<file path="src/rtl/mem_dist_stream_reader.sv">
// mem_dist_stream_reader
//   Reads a run of consecutive words from read port B of the distributed-memory
//   buffer and presents them as an AXI-Stream. The memory's one-cycle registered
//   read latency and downstream backpressure are absorbed by a two-entry skid
//   FIFO. The reader sustains one beat per cycle while m_axis_tready is high.
//
// Ports
//   clk, rst        single clock; synchronous active-high reset
//   start           command pulse, accepted only while busy=0
//   base_addr, len  first address / word count, sampled when start is accepted
//   stride          (STRIDE_EN builds only) address step, sampled at start
//   busy, done      transfer in progress / one-cycle completion pulse
//   mem_en,mem_addr read request to the memory (enB / addrB)
//   mem_dout        memory read data (doutB), valid the cycle after mem_en
//   m_axis_*        AXI-Stream master (tdata/tvalid/tready/tlast)
//
// Build option
//   STRIDE_EN  when defined, adds the stride port and the address advances by
//              stride (mod DEPTH) per read; otherwise the step is fixed at 1.
//
// state   | meaning
// --------+------------------------------------------------------------
// S_IDLE  | waiting for start
// S_RUN   | issuing reads, one per cycle while the FIFO has room
// S_DRAIN | all reads issued; emptying the FIFO until the tlast beat
// S_ZERO  | zero-length command; done pulse, no beats

module mem_dist_stream_reader #(
    parameter int WIDTH = 32,
    parameter int DEPTH = 512,
    parameter int AW    = $clog2(DEPTH),
    parameter int LEN_W = $clog2(DEPTH) + 1
) (
    input  logic             clk,
    input  logic             rst,
    input  logic             start,
    input  logic [AW-1:0]    base_addr,
    input  logic [LEN_W-1:0] len,
`ifdef STRIDE_EN
    input  logic [AW-1:0]    stride,
`endif
    output logic             busy,
    output logic             done,
    output logic             mem_en,
    output logic [AW-1:0]    mem_addr,
    input  logic [WIDTH-1:0] mem_dout,
    output logic [WIDTH-1:0] m_axis_tdata,
    output logic             m_axis_tvalid,
    input  logic             m_axis_tready,
    output logic             m_axis_tlast
);

    typedef enum logic [1:0] {
        S_IDLE  = 2'd0,
        S_RUN   = 2'd1,
        S_DRAIN = 2'd2,
        S_ZERO  = 2'd3
    } state_t;

    state_t           state_q, state_d;
    logic [AW-1:0]    addr_q, addr_d;
    logic [LEN_W-1:0] rem_q, rem_d;
    logic             inflight_q, inflight_d;
    logic             inflight_last_q, inflight_last_d;
    logic             done_q, done_d;
    logic [WIDTH-1:0] fifo_data_q [2];
    logic [WIDTH-1:0] fifo_data_d [2];
    logic [1:0]       fifo_last_q, fifo_last_d;
    logic             wr_ptr_q, wr_ptr_d;
    logic             rd_ptr_q, rd_ptr_d;
    logic [1:0]       occ_q, occ_d;

    logic             push;
    logic             pop;
    logic             issue;
    logic [2:0]       pending;
    logic [AW-1:0]    step;
    logic [AW:0]      addr_sum;
    logic [AW-1:0]    addr_next;

`ifdef STRIDE_EN
    logic [AW-1:0]    stride_q, stride_d;
    assign step = stride_q;
`else
    assign step = AW'(1);
`endif

    // FIFO head drives the stream; data and last are forced low when empty so
    // the idle/reset output state is all zeros.
    assign m_axis_tvalid = (occ_q != 2'd0);
    assign m_axis_tdata  = m_axis_tvalid ? fifo_data_q[rd_ptr_q] : '0;
    assign m_axis_tlast  = m_axis_tvalid && fifo_last_q[rd_ptr_q];

    assign pop  = m_axis_tvalid && m_axis_tready;
    assign push = inflight_q;

    // A read may be issued only if its word is guaranteed a FIFO slot when it
    // returns next cycle: entries held plus the read already in flight must
    // stay within two, counting a pop happening this cycle.
    assign pending = {1'b0, occ_q} + {2'b00, inflight_q};
    assign issue   = (state_q == S_RUN) &&
                     ((pending < 3'd2) || ((pending == 3'd2) && pop));

    // Modulo-DEPTH advance that also holds for non-power-of-two depths.
    assign addr_sum  = {1'b0, addr_q} + {1'b0, step};
    assign addr_next = (addr_sum >= (AW+1)'(DEPTH)) ? AW'(addr_sum - (AW+1)'(DEPTH))
                                                    : addr_sum[AW-1:0];

    assign mem_en   = issue;
    assign mem_addr = addr_q;
    assign busy     = (state_q == S_RUN) || (state_q == S_DRAIN);
    assign done     = done_q;

    always_comb begin
        state_d         = state_q;
        addr_d          = addr_q;
        rem_d           = rem_q;
        done_d          = 1'b0;
        inflight_d      = issue;
        inflight_last_d = issue && (rem_q == LEN_W'(1));
        fifo_data_d     = fifo_data_q;
        fifo_last_d     = fifo_last_q;
        wr_ptr_d        = wr_ptr_q;
        rd_ptr_d        = rd_ptr_q;
        occ_d           = occ_q + {1'b0, push} - {1'b0, pop};
`ifdef STRIDE_EN
        stride_d        = stride_q;
`endif

        case (state_q)
            S_IDLE: begin
                if (start) begin
                    addr_d = base_addr;
                    rem_d  = len;
`ifdef STRIDE_EN
                    stride_d = stride;
`endif
                    if (len == '0) begin
                        state_d = S_ZERO;
                        done_d  = 1'b1;
                    end else begin
                        state_d = S_RUN;
                    end
                end
            end
            S_RUN: begin
                if (issue) begin
                    addr_d = addr_next;
                    rem_d  = rem_q - LEN_W'(1);
                    if (rem_q == LEN_W'(1)) begin
                        state_d = S_DRAIN;
                    end
                end
            end
            S_DRAIN: begin
                if (pop && m_axis_tlast) begin
                    state_d = S_IDLE;
                    done_d  = 1'b1;
                end
            end
            S_ZERO: begin
                state_d = S_IDLE;
            end
            default: begin
                state_d = S_IDLE;
            end
        endcase

        if (push) begin
            fifo_data_d[wr_ptr_q] = mem_dout;
            fifo_last_d[wr_ptr_q] = inflight_last_q;
            wr_ptr_d              = ~wr_ptr_q;
        end
        if (pop) begin
            rd_ptr_d = ~rd_ptr_q;
        end
    end

    always_ff @(posedge clk) begin
        if (rst) begin
            state_q         <= S_IDLE;
            addr_q          <= '0;
            rem_q           <= '0;
            done_q          <= 1'b0;
            inflight_q      <= 1'b0;
            inflight_last_q <= 1'b0;
            fifo_data_q[0]  <= '0;
            fifo_data_q[1]  <= '0;
            fifo_last_q     <= '0;
            wr_ptr_q        <= 1'b0;
            rd_ptr_q        <= 1'b0;
            occ_q           <= '0;
`ifdef STRIDE_EN
            stride_q        <= '0;
`endif
        end else begin
            state_q         <= state_d;
            addr_q          <= addr_d;
            rem_q           <= rem_d;
            done_q          <= done_d;
            inflight_q      <= inflight_d;
            inflight_last_q <= inflight_last_d;
            fifo_data_q     <= fifo_data_d;
            fifo_last_q     <= fifo_last_d;
            wr_ptr_q        <= wr_ptr_d;
            rd_ptr_q        <= rd_ptr_d;
            occ_q           <= occ_d;
`ifdef STRIDE_EN
            stride_q        <= stride_d;
`endif
        end
    end

    // The issue rule must make a push into a full FIFO without a pop impossible.
    a_no_overflow: assert property (@(posedge clk) disable iff (rst)
        !(push && !pop && (occ_q == 2'd2)));

endmodule

</file>
<file path="config.mk">
export PLATFORM = sky130hd
export DESIGN_NAME = mem_dist_stream_reader
export DESIGN_NICKNAME = d
export VERILOG_FILES = /design/src/rtl/mem_dist_stream_reader.sv
export SDC_FILE = /design/constraint.sdc
export NUM_CORES = 1
export LEC_CHECK = 0
export BUFFER_PORTS_ARGS = -buffer_cell sky130_fd_sc_hd__buf_4
export CAP_MARGIN = 10
export CELL_PAD_IN_SITES_DETAIL_PLACEMENT = 0
export CELL_PAD_IN_SITES_GLOBAL_PLACEMENT = 2
export CORE_MARGIN = 4
export CORE_UTILIZATION = 34
export CTS_BUF_LIST = sky130_fd_sc_hd__clkbuf_4 sky130_fd_sc_hd__clkbuf_8
export CTS_CLUSTER_DIAMETER = 120
export DETAILED_ROUTE_END_ITERATION = 12
export GPL_TIMING_DRIVEN = 0
export HOLD_SLACK_MARGIN = 0.02
export PLACE_DENSITY_LB_ADDON = 0.25
export SLEW_MARGIN = 20
export SYNTH_ARGS = -nofsm -noshare
export SYNTH_HDL_FRONTEND = slang
export SYNTH_SLANG_ARGS = --single-unit
export TNS_END_PERCENT = 5
</file>
<file path="constraint.sdc">
create_clock -name clk -period 2.9 [get_ports clk]
set_input_delay 0.58 -clock clk [delete_from_list [all_inputs] [get_ports clk]]
set_output_delay 0.58 -clock clk [all_outputs]
set_load 0.02 [all_outputs]
</file>
==> flow_summary_export.csv <==
group,metric,value,unit
status,status,"complete, no violations",
placement,dp_hpwl,9.47,mm
logic_synthesis,postSynthNetCount,651,
setup_path,crit_path_max_fanout,7,
logic_synthesis,syn_area,4530,um2
setup_path,cp-start-kind,"flip-flop",
global_route,via_count_of_the_first_global_routing_pass,4085,
global_route,grt_antenna_before_repair,0,
setup_path,worst_path_required,2.32,ns
clock_network,clock_sinks,94,
sta,clock.fmax,369,MHz
sta,timing_max_transition_violations_final,0,
sta,setup-tns-final,0,ns
drt,vias_per_cell,4.95,
floorplanning,die_width,123,um
clock_network,cts_inserted_buffers,9,
finish,area.growth.synth_to_final,26.0,%
global_route,grt_util_all_layers,17.6,%
placement,finalWeightedCongestion,0.798,
finish,final_cell_count_no_fill,871,
global_route,grt.overflow.total,0,
logic_synthesis,ys_ff_latch,94,
finish,num_antenna_cells,0,
logic_synthesis,top_cell_type_by_total_area_after_synthesis,"sky130_fd_sc_hd__dfxtp_1",
floorplanning,design.portCount,101,
clock_network,cts_root_buffer,"sky130_fd_sc_hd__clkbuf_8",
clock_network,postCtsSetupRepairBufs,0,
finish,drive_gt1_share,21.2,%
global_route,grt_start_max_net_pins,16,
drt,via_count_of_the_routed_design,4311,
setup_path,worstPathCellList,"ha_1 -> inv_1 -> ha_1 -> a31oi_2 -> nand2b_1 -> inv_1 -> buf_4",
power,power.density,822,nW/um2
floorplanning,die_height,123,um
global_route,wire_length_of_the_first_global_routing_pass,20.8,mm
sta,setup-violations-final,0,
setup_path,critPathBufInv,3,
floorplanning,coreArea,12800,um2
logic_synthesis,top_flip_flop_cell_by_instance_count_after_synthesis,"sky130_fd_sc_hd__dfxtp_1",
logic_synthesis,edff_count_synth,0,
floorplanning,start_util,35.3,%
sta,slew-limit-headroom,54.4,%
logic_synthesis,syn-instance-count,585,
setup_path,critical_path_arrival,2.13,ns
sta,timing.final.crit_period,2.71,ns
drt,drt-pass1-iter-count,4,
placement,place_inst,856,
min_path,holdCritPathClass,"reg2reg",
setup_path,reg2reg_setup_slack,0.93,ns
sta,fin_worst_skew,0.0111,ns
drt,postRouteWirelength,13.2,mm
drt,detail_route.drc_violations,0,
clock_network,path_clk_slew,0.09,ns
drt,drt_iter0_drc,283,
power,static-leakage-power,2.12,nW
flow_run,number_of_max_capacitance_violations_reported,0,
logic_synthesis,post_synth_num_cell_types,48,
logic_synthesis,yosysWarningCount,0,
logic_synthesis,synth_seq_area_share,41.5,%
floorplanning,design.die.area,15200,um2
sta,finalHoldWorstSlack,0.457,ns
power,max-vdd-ir-drop,297,uV
setup_path,worst_path_dominant_cell_family,"adder cells",
logic_synthesis,synthTopCellsByArea,"sky130_fd_sc_hd__dfxtp_1 42%, sky130_fd_sc_hd__nand2_1 13%, sky130_fd_sc_hd__a21oi_1 9.3%, sky130_fd_sc_hd__mux2i_1 8.0%, sky130_fd_sc_hd__nor2_1 4.1%",
logic_synthesis,average_size_of_a_mapped_cell,7.74,um2
sta,rsz_0062_raised_after_global_routing,"no",
drt,avgRoutedWirePerCell,15.2,um
clock_network,post_cts_resized,0,
clock_network,max-clock-path-buffers,2,
setup_path,crit_slowest_cell,"sky130_fd_sc_hd__dfxtp_1",
floorplanning,placementRows,41,
logic_synthesis,post-synth-top-area-fraction,41.5,%
clock_network,cts_tree,"built",
sta,period_share,93.4,%
sta,finalHoldViolCount,0,
setup_path,setup.worst_path.end_class,"primary output",
clock_network,ctsHoldBuffers,0,
sta,max_slew.worst_pin.slew,0.685,ns
logic_synthesis,ys_async_sr_fraction,0,%
finish,fill_cells,1382,
setup_path,path_class,"reg2out",
finish,nNetsFinal,761,
clock_network,htreeDepth,3,
clock_network,clk-insertion-delay-late,0.37,ns
setup_path,worst_path_largest_cell_delay,0.44,ns
drt,ant_nets,0,
placement,numPortBuffers,99,
-- final timing paths --
| check | startpoint | end | cells past startpoint |
|---|---|---|---|
| setup / recovery | inflight_q$_SDFF_PP0_ | mem_en | 7 |
| hold / removal | fifo_data_q[34]$_SDFFE_PP0P_ | fifo_data_q[34]$_SDFFE_PP0P_ | 2 |
| setup reg to reg | inflight_q$_SDFF_PP0_ | rem_q[3]$_SDFFE_PP0P_ | 7 |
| hold reg to reg | fifo_data_q[34]$_SDFFE_PP0P_ | fifo_data_q[34]$_SDFFE_PP0P_ | 2 |
-- registers in the layout (all words and copies together) (netlist names) --
name	count
inflight_last_q	1
mem_addr	9
rd_ptr_q	1
state_q	2
done	1
rem_q	10
wr_ptr_q	1
occ_q	2
fifo_last_q	2
inflight_q	1
fifo_data_q	64
-- worst min-delay path, cell delays in order (launching register included) --
cell and delay (ns):
sky130_fd_sc_hd__dfxtp_1 0.32, sky130_fd_sc_hd__nand2_1 0.05, sky130_fd_sc_hd__a21oi_1 0.05
-- power breakdown --
part           switching (mW)  total, mW  internal [mW]
Combinational            1.30       2.07          0.772
Sequential              0.170       1.65           1.48
Clock                   0.460      0.966          0.506
-- Yosys cell counts, types with 3 or more instances --
master,number
sky130_fd_sc_hd__nand2b_1,7
sky130_fd_sc_hd__dfxtp_1,94
sky130_fd_sc_hd__o21ai_0,12
sky130_fd_sc_hd__a211oi_1,4
sky130_fd_sc_hd__o21a_1,3
sky130_fd_sc_hd__o21ai_1,4
sky130_fd_sc_hd__nor3_1,5
sky130_fd_sc_hd__and2_1,3
sky130_fd_sc_hd__nand3_1,5
sky130_fd_sc_hd__buf_1,4
sky130_fd_sc_hd__nor2b_1,7
sky130_fd_sc_hd__nand2_1,153
sky130_fd_sc_hd__buf_2,6
sky130_fd_sc_hd__mux2i_1,36
sky130_fd_sc_hd__o21ai_2,8
sky130_fd_sc_hd__o2bb2ai_1,3
sky130_fd_sc_hd__a21oi_2,8
sky130_fd_sc_hd__nor2_1,49
sky130_fd_sc_hd__ha_1,11
sky130_fd_sc_hd__inv_1,14
sky130_fd_sc_hd__nor4_1,3
sky130_fd_sc_hd__clkbuf_1,28
sky130_fd_sc_hd__a21oi_1,84
-- final cells by class --
type                       count  area (um2)  area share [%]
clock inverter                 5        81.3            1.43
multi-input combinational    433        2400            42.1
clock buffer                  10         138            2.41
sequential                    94        1880            33.0
inverter                      16        60.1            1.05
timing repair buffer          99         743            13.0
buffer                        42         188            3.29
tap                          172         215            3.77
-- metal layers --
metal	wire length, um	GRT usage (%)	vias up
met5	0	0	-
met4	80	4.08	0
met3	713	4.39	5
met2	6440	28.8	95
met1	5970	23.4	2031
li1	-	-	2180
-- metrics by stage --
stage	area, um2	worst slack [ns]	power (mW)	util (%)
finish	5710	0.191	4.69	44.5
global route	5710	0.0189	5.08	44.5
CTS	5710	0.152	4.77	44.5
detailed placement	5490	0.572	3.79	42.8
global placement	5490	0.614	3.76	42.8
floorplan	4530	0.956	3.10	-
-- cells in the final DEF, fill, tap and decap left out, types with 3 or more instances in the layout --
| cell | count |
|---|---|
| sky130_fd_sc_hd__ha_1 | 11 |
| sky130_fd_sc_hd__nand3_1 | 5 |
| sky130_fd_sc_hd__nor2_1 | 49 |
| sky130_fd_sc_hd__nor2b_1 | 7 |
| sky130_fd_sc_hd__a21oi_2 | 8 |
| sky130_fd_sc_hd__and2_1 | 3 |
| sky130_fd_sc_hd__dfxtp_1 | 94 |
| sky130_fd_sc_hd__nand2_1 | 153 |
| sky130_fd_sc_hd__o2bb2ai_1 | 3 |
| sky130_fd_sc_hd__nor4_1 | 3 |
| sky130_fd_sc_hd__o21a_1 | 3 |
| sky130_fd_sc_hd__o21ai_2 | 8 |
| sky130_fd_sc_hd__inv_1 | 14 |
| sky130_fd_sc_hd__buf_2 | 6 |
| sky130_fd_sc_hd__o21ai_0 | 12 |
| sky130_fd_sc_hd__o21ai_1 | 4 |
| sky130_fd_sc_hd__nor3_1 | 5 |
| sky130_fd_sc_hd__clkbuf_1 | 28 |
| sky130_fd_sc_hd__buf_4 | 101 |
| sky130_fd_sc_hd__clkbuf_8 | 10 |
| sky130_fd_sc_hd__buf_1 | 4 |
| sky130_fd_sc_hd__a21oi_1 | 84 |
| sky130_fd_sc_hd__a211oi_1 | 4 |
| sky130_fd_sc_hd__nand2b_1 | 7 |
| sky130_fd_sc_hd__mux2i_1 | 36 |
-- kinds of logic after synthesis --
kind of cell / share of synthesized area, %
and+or+nand+nor: 22.6
AOI/OAI and AO/OA: 18.8
muxes: 7.96
buffers and inverters: 5.47
adders and majority gates: 3.04
DFF: 41.5
xor gates and xnor gates: 0.580
(Power assumes the default switching activity.)
